--- config.mk ---
export PLATFORM = sky130hd
export DESIGN_NAME = lcd_read_controller
export DESIGN_NICKNAME = d
export VERILOG_FILES = /design/src/rtl/lcd_pkg.sv /design/src/rtl/lcd_cycle_timer.sv /design/src/rtl/lcd_read_controller.sv
export SDC_FILE = /design/constraint.sdc
export NUM_CORES = 1
export LEC_CHECK = 0
export BUFFER_PORTS_ARGS = -buffer_cell sky130_fd_sc_hd__buf_2
export CAP_MARGIN = 5
export CORE_ASPECT_RATIO = 0.8
export CORE_MARGIN = 3
export CORE_UTILIZATION = 40
export CTS_BUF_LIST = sky130_fd_sc_hd__clkbuf_8
export DETAILED_ROUTE_END_ITERATION = 12
export PLACE_DENSITY = 0.69
export SLEW_MARGIN = 20
export SYNTH_ARGS = -nofsm -noshare
export SYNTH_HDL_FRONTEND = slang
export SYNTH_HIERARCHICAL = 1
export SYNTH_SLANG_ARGS = --single-unit
--- constraint.sdc ---
create_clock -name mclk -period 2.9 [get_ports mclk]
set_input_delay 0.58 -clock mclk [delete_from_list [all_inputs] [get_ports mclk]]
set_output_delay 0.58 -clock mclk [all_outputs]
set_load 0.01 [all_outputs]
--- src/rtl/lcd_pkg.sv ---
// Shared definitions for the HD44780-style LCD bus engines: timing
// conversion helpers, register-select encodings and read-engine states.
package lcd_pkg;

  // RS line encodings: instruction/status register vs. data RAM
  localparam logic RS_INSTR = 1'b0;
  localparam logic RS_DATA  = 1'b1;

  // Busy flag position in the status byte; address counter occupies [6:0]
  localparam int BF_BIT = 7;

  typedef struct packed {
    logic       bf;
    logic [6:0] ac;
  } lcd_status_t;

  // Read engine states
  typedef enum logic [2:0] {
    ST_IDLE     = 3'd0,
    ST_WAIT_GNT = 3'd1,
    ST_SETUP    = 3'd2,
    ST_EHIGH    = 3'd3,
    ST_ELOW     = 3'd4,
    ST_DONE     = 3'd5
  } rd_state_t;

  // Nanoseconds to clock cycles, rounded up, never less than one cycle
  function automatic int ns2cyc(input int ns, input int clk_khz);
    longint p;
    longint c;
    p = longint'(ns) * longint'(clk_khz);
    c = (p + 64'sd999999) / 64'sd1000000;
    if (c < 1) c = 1;
    return int'(c);
  endfunction

  // Microseconds to clock cycles, rounded up, never less than one cycle
  function automatic int us2cyc(input int us, input int clk_khz);
    longint p;
    longint c;
    p = longint'(us) * longint'(clk_khz);
    c = (p + 64'sd999) / 64'sd1000;
    if (c < 1) c = 1;
    return int'(c);
  endfunction

endpackage

--- src/rtl/lcd_cycle_timer.sv ---
// Loadable down-counter used to time each bus phase. Loading N makes
// o_done assert during the N-th cycle after the load edge, i.e. on the
// last cycle of an N-cycle phase.
module lcd_cycle_timer #(
  parameter int W = 4
) (
  input  logic         i_clk,
  input  logic         i_rst_n,
  input  logic         i_load,
  input  logic [W-1:0] i_load_val,
  output logic         o_done
);

  logic [W-1:0] r_count;

  // Load on phase entry, otherwise count down and rest at zero
  always_ff @(posedge i_clk or negedge i_rst_n) begin
    if (!i_rst_n) begin
      r_count <= '0;
    end else if (i_load) begin
      r_count <= i_load_val;
    end else if (r_count != '0) begin
      r_count <= r_count - W'(1);
    end
  end

  assign o_done = (r_count == W'(1));

endmodule

--- src/rtl/lcd_read_controller.sv ---
// Read-side engine for the HD44780-style LCD bus. Runs RW=1 bus cycles
// for status reads (optionally polling until BF=0) and data reads, and
// returns the last byte read with a one-cycle response pulse.
//
// Request/response handshake: a request is taken on a cycle where
// req_valid && req_ready (req_ready is high only in IDLE); there is no
// backpressure on the response, rsp_valid is a single-cycle pulse and
// rsp_data/rsp_timeout hold their value until the next pulse.
module lcd_read_controller
  import lcd_pkg::*;
#(
  parameter int CLK_KHZ         = 20000,
  parameter int ADDR_SETUP_NS   = 100,
  parameter int E_HIGH_NS       = 500,
  parameter int E_LOW_NS        = 500,
  parameter int POLL_TIMEOUT_US = 10000
) (
  input  logic       mclk,
  input  logic       rst,
  input  logic       req_valid,
  output logic       req_ready,
  input  logic       req_rs,
  input  logic       req_poll,
  output logic       rsp_valid,
  output logic [7:0] rsp_data,
  output logic       rsp_timeout,
  output logic       bus_req,
  input  logic       bus_gnt,
  output logic       RS,
  output logic       RW,
  output logic       E,
  input  logic [7:0] DB_in,
  output logic [2:0] dbg_state
);

  localparam int SETUP_C = ns2cyc(ADDR_SETUP_NS, CLK_KHZ);
  localparam int EH_C    = ns2cyc(E_HIGH_NS, CLK_KHZ);
  localparam int EL_C    = ns2cyc(E_LOW_NS, CLK_KHZ);
  localparam int TMO_C   = us2cyc(POLL_TIMEOUT_US, CLK_KHZ);
  localparam int TMO_W   = $clog2(TMO_C) + 1;
  localparam int MAX_C   = (SETUP_C > EH_C) ? ((SETUP_C > EL_C) ? SETUP_C : EL_C)
                                            : ((EH_C > EL_C) ? EH_C : EL_C);
  localparam int CYC_W   = $clog2(MAX_C + 1);

  rd_state_t        r_state;
  rd_state_t        w_next;
  logic             r_rs;
  logic             r_poll;
  logic [7:0]       r_data;
  logic [TMO_W-1:0] r_tmo;
  logic [7:0]       r_rsp_data;
  logic             r_rsp_timeout;

  logic             w_accept;
  logic             w_in_cycle;
  logic             w_tmo_left;
  logic             w_bf;
  logic             w_tmr_load;
  logic [CYC_W-1:0] w_tmr_val;
  logic             w_tmr_done;

  assign w_accept   = (r_state == ST_IDLE) && req_valid;
  assign w_in_cycle = (r_state == ST_SETUP) || (r_state == ST_EHIGH) || (r_state == ST_ELOW);
  assign w_tmo_left = (r_tmo != '0);
  assign w_bf       = r_data[BF_BIT];

  lcd_cycle_timer #(
    .W(CYC_W)
  ) u_phase_timer (
    .i_clk      (mclk),
    .i_rst_n    (rst),
    .i_load     (w_tmr_load),
    .i_load_val (w_tmr_val),
    .o_done     (w_tmr_done)
  );

  // State register
  always_ff @(posedge mclk or negedge rst) begin
    if (!rst) begin
      r_state <= ST_IDLE;
    end else begin
      r_state <= w_next;
    end
  end

  // Next-state logic; a lost grant during a bus cycle aborts straight to DONE
  always_comb begin
    w_next = r_state;
    case (r_state)
      ST_IDLE: begin
        if (req_valid) w_next = ST_WAIT_GNT;
      end
      ST_WAIT_GNT: begin
        if (bus_gnt) w_next = ST_SETUP;
      end
      ST_SETUP: begin
        if (!bus_gnt)       w_next = ST_DONE;
        else if (w_tmr_done) w_next = ST_EHIGH;
      end
      ST_EHIGH: begin
        if (!bus_gnt)       w_next = ST_DONE;
        else if (w_tmr_done) w_next = ST_ELOW;
      end
      ST_ELOW: begin
        if (!bus_gnt) begin
          w_next = ST_DONE;
        end else if (w_tmr_done) begin
          // Keep the bus and read again while busy and time remains
          if (r_poll && w_bf && w_tmo_left) w_next = ST_SETUP;
          else                              w_next = ST_DONE;
        end
      end
      ST_DONE: begin
        w_next = ST_IDLE;
      end
      default: begin
        w_next = ST_IDLE;
      end
    endcase
  end

  // Phase timer reload whenever a timed phase is entered
  always_comb begin
    w_tmr_load = 1'b0;
    w_tmr_val  = '0;
    if (w_next != r_state) begin
      case (w_next)
        ST_SETUP: begin
          w_tmr_load = 1'b1;
          w_tmr_val  = CYC_W'(SETUP_C);
        end
        ST_EHIGH: begin
          w_tmr_load = 1'b1;
          w_tmr_val  = CYC_W'(EH_C);
        end
        ST_ELOW: begin
          w_tmr_load = 1'b1;
          w_tmr_val  = CYC_W'(EL_C);
        end
        default: begin
          w_tmr_load = 1'b0;
          w_tmr_val  = '0;
        end
      endcase
    end
  end

  // Request latch; polling only makes sense for status reads
  always_ff @(posedge mclk or negedge rst) begin
    if (!rst) begin
      r_rs   <= RS_INSTR;
      r_poll <= 1'b0;
    end else if (w_accept) begin
      r_rs   <= req_rs;
      r_poll <= req_poll && (req_rs == RS_INSTR);
    end
  end

  // Poll timeout: loaded at accept, counts every granted bus cycle, saturates at zero
  always_ff @(posedge mclk or negedge rst) begin
    if (!rst) begin
      r_tmo <= '0;
    end else if (w_accept) begin
      r_tmo <= TMO_W'(TMO_C);
    end else if (w_in_cycle && w_tmo_left) begin
      r_tmo <= r_tmo - TMO_W'(1);
    end
  end

  // Capture DB on the last E-high cycle, when the LCD output has long settled
  always_ff @(posedge mclk or negedge rst) begin
    if (!rst) begin
      r_data <= '0;
    end else if ((r_state == ST_EHIGH) && w_tmr_done && bus_gnt) begin
      r_data <= DB_in;
    end
  end

  // Response registers, updated only on entry to DONE so they hold between pulses
  always_ff @(posedge mclk or negedge rst) begin
    if (!rst) begin
      r_rsp_data    <= '0;
      r_rsp_timeout <= 1'b0;
    end else if ((w_next == ST_DONE) && (r_state != ST_DONE)) begin
      r_rsp_data    <= r_data;
      r_rsp_timeout <= !bus_gnt || (r_poll && w_bf);
    end
  end

  // Bus and handshake outputs decoded from state; E is gated by grant so a lost grant drops it at once
  always_comb begin
    req_ready = (r_state == ST_IDLE);
    bus_req   = (r_state == ST_WAIT_GNT) || w_in_cycle;
    RW        = w_in_cycle;
    RS        = w_in_cycle && (r_rs == RS_DATA);
    E         = (r_state == ST_EHIGH) && bus_gnt;
    rsp_valid = (r_state == ST_DONE);
  end

  assign rsp_data    = r_rsp_data;
  assign rsp_timeout = r_rsp_timeout;
  assign dbg_state   = r_state;

endmodule
==> impl_metrics.toml, run 1 <==
[status]
status = "complete, no violations"

[synth]
synthArstFlopShare_pct = 100
synth_area_per_cell_um2 = 10.7
synth_seq_area_share_pct = 47.9
synth_common_cells = "dfrtp_1 (45), nand2_1 (19), nor2_1 (19), mux2_2 (18), xnor2_1 (15)"
synth_seq_cells = 45
synth_top_flop_cell = "dfrtp_1"
synth_area_leaders = "dfrtp_1 (48%), mux2_2 (8.6%), xnor2_1 (5.6%), nand2_1 (3.0%), nor2_1 (3.0%)"
yosys.area.top_type = "dfrtp_1"
synth_edf_count = 0
synth_cell_type_count = 51
ys_warn_count = 6
postSynthCellCount = 219
synth_area_um2 = 2350
synth.most_common_cell = "dfrtp_1"
yosysTopAreaCellShare_pct = 47.9

[clock_tree]
clock_latency_ns = 0.29
path_clk_slew_ns = 0.09
cts_tree = "yes"
cts_hold_buf = 0
clockBufferDepth = 2
cts_buffers = 5
h-tree-depth = 2
clock_sinks = 45
root_buffer = "clkbuf_8"

[floorplanning]
start_util_pct = 42.3
die-area_um2 = 6840
die-height_um = 74.6
core-area_um2 = 5560
rows = 24
chipWidth_um = 91.7
io_pins = 32

[timing]
slew_headroom_pct = 36.2
period_needed_ns = 2.77
slew_viol_final = 0
max_freq_mhz = 361
finalSetupViolCount = 0
timing.final.ws_setup_ns = 0.129
worst_pin_slew_ns = 0.956
hold_viol = 0
fin_worst_skew_ns = 0.00769
fin_crit_sh_pct = 95.5

[grt]
grt_antenna_before_repair = 0
overflow = 0
grt_max_degree = 46
grt_pass1_wl_um = 8310
track_usage_pct = 15.4
grt_pass1_vias = 1652

[place]
dp_hpwl_um = 3620
place_ws_ns = 0.0264
io_buffer_count = 31
finalWeightedCongestion = 0.868
place_area_um2 = 2660
post-place-cells = 332

[critical_path]
worstPathRequired_ns = 3.10
path_class = "flop to flop"
worst_setup_path_end_kind = "flop"
worstPathMaxFanout = 8
arrival_ns = 2.97
r2r_slack_ns = 0.13
setup.worst_path.start_class = "flop"

[detailed_routing]
avgViaCountPerCell = 5.17
vias = 1785
wl_um = 4900
drt_pass1_iterations = 4
drc = 0
routedWlPerCell_um = 14.2
drt-initial-drc-count = 90
postRouteAntennaNets = 0

[layout]
nets = 284
finalNonFillerCells = 345
design_area_um2 = 2810
post_route_cells_drive_above_1_share_pct = 33.7
syn_to_final_growth_pct = 19.5
num_antenna_cells = 0

[power_and_ir_drop]
max-vdd-ir-drop_uv = 599
powerDensity_nw_per_um2 = 986
p_leak_nw = 1.21

[flow_run]
cap_violations = 0

[worst_hold_path]
hold_path.class = "primary input to asynchronous set/reset pin"
==> placed cells by master, fill, tap and decap left out, drive strengths merged, types with 2 or more instances in the layout <==
| master | netlist | final |
|---|---|---|
| buf | 2 | 46 |
| mux2i | 2 | 2 |
| nand3b | 2 | 2 |
| or3b | 2 | 2 |
| nand2b | 5 | 5 |
| nor3 | 12 | 12 |
| dfrtp | 45 | 45 |
| xnor2 | 15 | 15 |
| nor3b | 4 | 4 |
| and2 | 4 | 4 |
| or3 | 5 | 5 |
| nand3 | 3 | 3 |
| o31ai | 2 | 2 |
| ha | 4 | 4 |
| or4 | 5 | 5 |
| a21oi | 3 | 3 |
| o21ai | 8 | 8 |
| clkbuf | 5 | 5 |
| mux2 | 18 | 18 |
| conb | 1 | 2 |
| nor2 | 19 | 19 |
| xor2 | 3 | 3 |
| nor4 | 5 | 5 |
| or2 | 2 | 2 |
| nand2 | 19 | 19 |
| inv | 6 | 7 |
==> logic make-up (layout without fill, tap and decap cells) <==
kind of cell               count (synthesis)  in the layout  synth area share, %
other                                      1              2                0.160
and+or+nand+nor                           94             94                 23.0
xor gates and xnor gates                  18             18                 6.71
adders and majority gates                  4              4                 2.13
DFF                                       45             45                 47.9
muxes                                     20             20                 9.47
AOI/OAI and AO/OA                         24             24                 8.20
buffers and inverters                     13             60                 2.39
==> critical path, stage by stage (launching register included) <==
cell	delay, ns
dfrtp_2	0.40
or4_4	0.56
or4b_4	0.59
nor3_4	0.18
a41oi_4	0.18
nand3_1	0.16
o31ai_1	0.08
buf_4	0.16
buf_4	0.13
o31ai_1	0.23
==> power by group <==
group	switching [mW]	leakage [nW]	internal [mW]	total, mW
Sequential	0.165	0.543	0.865	1.03
Combinational	0.689	0.623	0.662	1.35
Clock	0.217	0.0445	0.171	0.388
Total	1.07	1.21	1.70	2.77
==> per-layer routing <==
metal / part of all wire [%] / GRT usage [%]
met5: 0 / 0
met1: 51 / 24.0
met2: 44 / 21.8
met4: 0.61 / 3.95
met3: 4.7 / 3.24
==> cell type report <==
| type | count | area, um2 |
|---|---|---|
| inverters | 6 | 22.5 |
| repair buffers | 46 | 268 |
| flip-flops and latches | 45 | 1130 |
| fillers | 524 | 2750 |
| well taps | 78 | 97.6 |
| multi-input cells | 162 | 1200 |
| clock inverters | 3 | 21.3 |
| clock buffers | 5 | 68.8 |
==> through the flow <==
step	total power [mW]	hold WS [ns]	setup TNS (ns)	util, %
final	2.77	0.430	0	50.6
after global placement	2.31	0.467	0	47.9
after CTS	2.74	0.477	0	49.5
after detailed placement	2.35	0.466	0	47.9
after global routing	3.00	0.499	-0.0283	50.6
after floorplan	1.93	0.284	0	-
==> final timing paths <==
check / from / end / depth (start not counted)
max: r_tmo[13] / u_phase_timer/r_count[2] / 9
min: rst / r_tmo[3] / 1
max reg2reg: r_tmo[13] / u_phase_timer/r_count[2] / 9
min reg2reg: r_rs / r_rs / 2
max in group asynchronous: rst / r_tmo[13] / 1
min in group mclk: r_rs / r_rs / 2
==> what timing repair did <==
item,CTS,global route
gates resized for setup,0,6
setup buffers,0,5
endpoints found under the setup margin,0,12
==> sequential cells by signal, summed over array words and instances, names as in the netlist <==
signal / count
u_phase_timer/r_count: 4
r_poll: 1
dbg_state: 3
r_tmo: 19
r_data: 8
rsp_data: 8
r_rs: 1
rsp_timeout: 1
Note: power is estimated with default switching activity, not from simulation.
==> run 2, diff against run 1 <==
PLACE_DENSITY = 0.58   (was 0.69)
==> run 2 against run 1 <==
  * Sequential power barely moved
  * Power increased by 1.4%
  * Count of clock-buffer cells in the layout rose by 1
  * Clock skew rose by 0.0035 ns
  * Combinational power is essentially flat
  * Hold slack worse by 0.16 ns
  * Flip-flop and latch count unchanged
  * First-iteration DRC count is 19% higher
  * Core utilization is 0.47 points higher
  * Fmax decreased by 2.1%
  * Global-route usage decreased by 0.39 points
  * Critical path depth is 2 higher
==> impl_metrics.toml, run 2 (synthesis results as in run 1) <==
[status]
status = "complete, no violations"

[timing]
holdWs_ns = 0.267
period_needed_ns = 2.83
tns_ns = 0
slew_viol_final = 0
fin_worst_skew_ns = 0.0111
fin_crit_sh_pct = 97.6
worst_pin_slew_ns = 0.578
max_freq_mhz = 353
finalSetupViolCount = 0
hold_viol = 0
grt_setup_unrepaired = "true"
slew_headroom_pct = 61.5

[clock_tree]
cts_tree = "yes"
clockBufferDepth = 2
clock_sinks = 45
h-tree-depth = 2
clock_latency_ns = 0.30
cts_hold_buf = 0
cts_buffers = 5
path_clk_slew_ns = 0.09
root_buffer = "clkbuf_8"

[critical_path]
r2r_cells = 11
arrival_ns = 3.02
r2r-end = "u_phase_timer/r_count[3]"
worstPathRequired_ns = 3.09
worstPathMaxFanout = 5
path_class = "flop to flop"
r2r_slack_ns = 0.07
worst_setup_path_end_kind = "flop"
setup.worst_path.start_class = "flop"
r2r_start = "r_tmo[0]"

[detailed_routing]
postRouteAntennaNets = 0
routedWlPerCell_um = 13.8
drc = 0
drt-initial-drc-count = 107
vias = 1748
wl_um = 4750
drt_pass1_iterations = 4
avgViaCountPerCell = 5.07

[floorplanning]
chipWidth_um = 91.7
core-area_um2 = 5560
rows = 24
die-area_um2 = 6840
die-height_um = 74.6
io_pins = 32
start_util_pct = 42.3

[layout]
syn_to_final_growth_pct = 20.6
num_antenna_cells = 0
layout_commonest_cell = "dfrtp_1"
multiInputGateArea_um2 = 1200
register_area_um2 = 1130
largest_register = "r_tmo"
layout_common_cells = "dfrtp_1 (45), buf_2 (31), nand2_1 (19)"
post_route_cells_drive_above_1_share_pct = 34.1
fillers = 535
largest_register_ff_count = 19
finalNonFillerCells = 345
nets = 284

[place]
io_buffer_count = 31
post-place-cells = 334
dp_hpwl_um = 3500
finalWeightedCongestion = 0.817

[power_and_ir_drop]
p_int_mw = 1.74
p_leak_nw = 1.22
power_switching_mw = 1.06
max-vdd-ir-drop_uv = 448
powerDensity_nw_per_um2 = 990
sw_frac_of_total_pct = 37.9
p_comb_share_pct = 48.6
finalPower_mw = 2.81
clock_power_share_pct = 14.9
seq_power_share_pct = 36.5

[grt]
overflow = 0
grt_max_degree = 46
track_usage_pct = 15.0
grt_pass1_vias = 1565
grt_antenna_before_repair = 0
grt_pass1_wl_um = 7940

[worst_hold_path]
hold_path.class = "primary input to asynchronous set/reset pin"

[flow_run]
cap_violations = 0
## run 2: layout make-up
type | instances | area share (%)
clock inverter | 2 | 0.574
inverter | 6 | 0.794
sequential | 45 | 39.7
clock buffer | 6 | 2.91
tap | 78 | 3.44
multi-input combinational | 162 | 42.2
timing repair buffer | 46 | 10.3
## run 2: per-layer routing
| metal | track usage (%) | wire (um) | up-vias |
|---|---|---|---|
| li1 | - | - | 872 |
| met4 | 5.44 | 59 | 0 |
| met5 | 0 | 0 | - |
| met3 | 3.64 | 247 | 7 |
| met1 | 23.1 | 2490 | 833 |
| met2 | 20.3 | 1950 | 36 |
## run 2: timing repair
| action | in CTS | in global routing |
|---|---|---|
| setup buffers | 0 | 2 |
| endpoints found under the setup margin | 0 | 12 |
| resized for setup | 0 | 6 |
## run 2: how the worst max path moves through the flow
stage | slack (ns) | cells past startpoint | end | startpoint
5_1_grt | -0.03 | 13 | u_phase_timer/r_count[3] | u_phase_timer/r_count[1]
4_1_cts | 0.001 | 8 | rsp_data[0] | r_tmo[0]
3_5_place_dp | -0.003 | 8 | rsp_data[0] | r_tmo[0]
6_report | 0.07 | 11 | u_phase_timer/r_count[3] | r_tmo[0]
2_1_floorplan | 0.04 | 11 | u_phase_timer/r_count[3] | r_tmo[0]
3_3_place_gp | 0.05 | 8 | rsp_data[7] | r_tmo[0]
## run 2: critical path, stage by stage (launching register included)
cell and delay [ns]:
dfrtp_1 0.40, inv_2 0.07, ha_2 0.16, or3b_4 0.40, or4b_4 0.55, nor2_4 0.12, o22a_1 0.17, nor2_2 0.05
o31ai_2 0.28, buf_4 0.18, nor3_1 0.05, a221o_1 0.29
## run 2: power groups by stage
stage	Clock, mW	Combinational, mW	Sequential [mW]
3_5_place_dp	0	1.31	1.04
3_3_place_gp	0	1.29	1.03
2_1_floorplan	0	0.879	1.05
6_report	0.417	1.37	1.02
5_1_grt	0.456	1.53	1.06
4_1_cts	0.432	1.31	1.03
## run 2: metrics by stage
step	setup slack [ns]	util, %	area (um2)
after global placement	0.0470	48.4	2690
after floorplan	0.0371	-	2360
final	0.0695	51.0	2840
after CTS	0.00150	50.1	2790
after global routing	-0.0272	51.0	2840
after detailed placement	-0.00281	48.4	2690
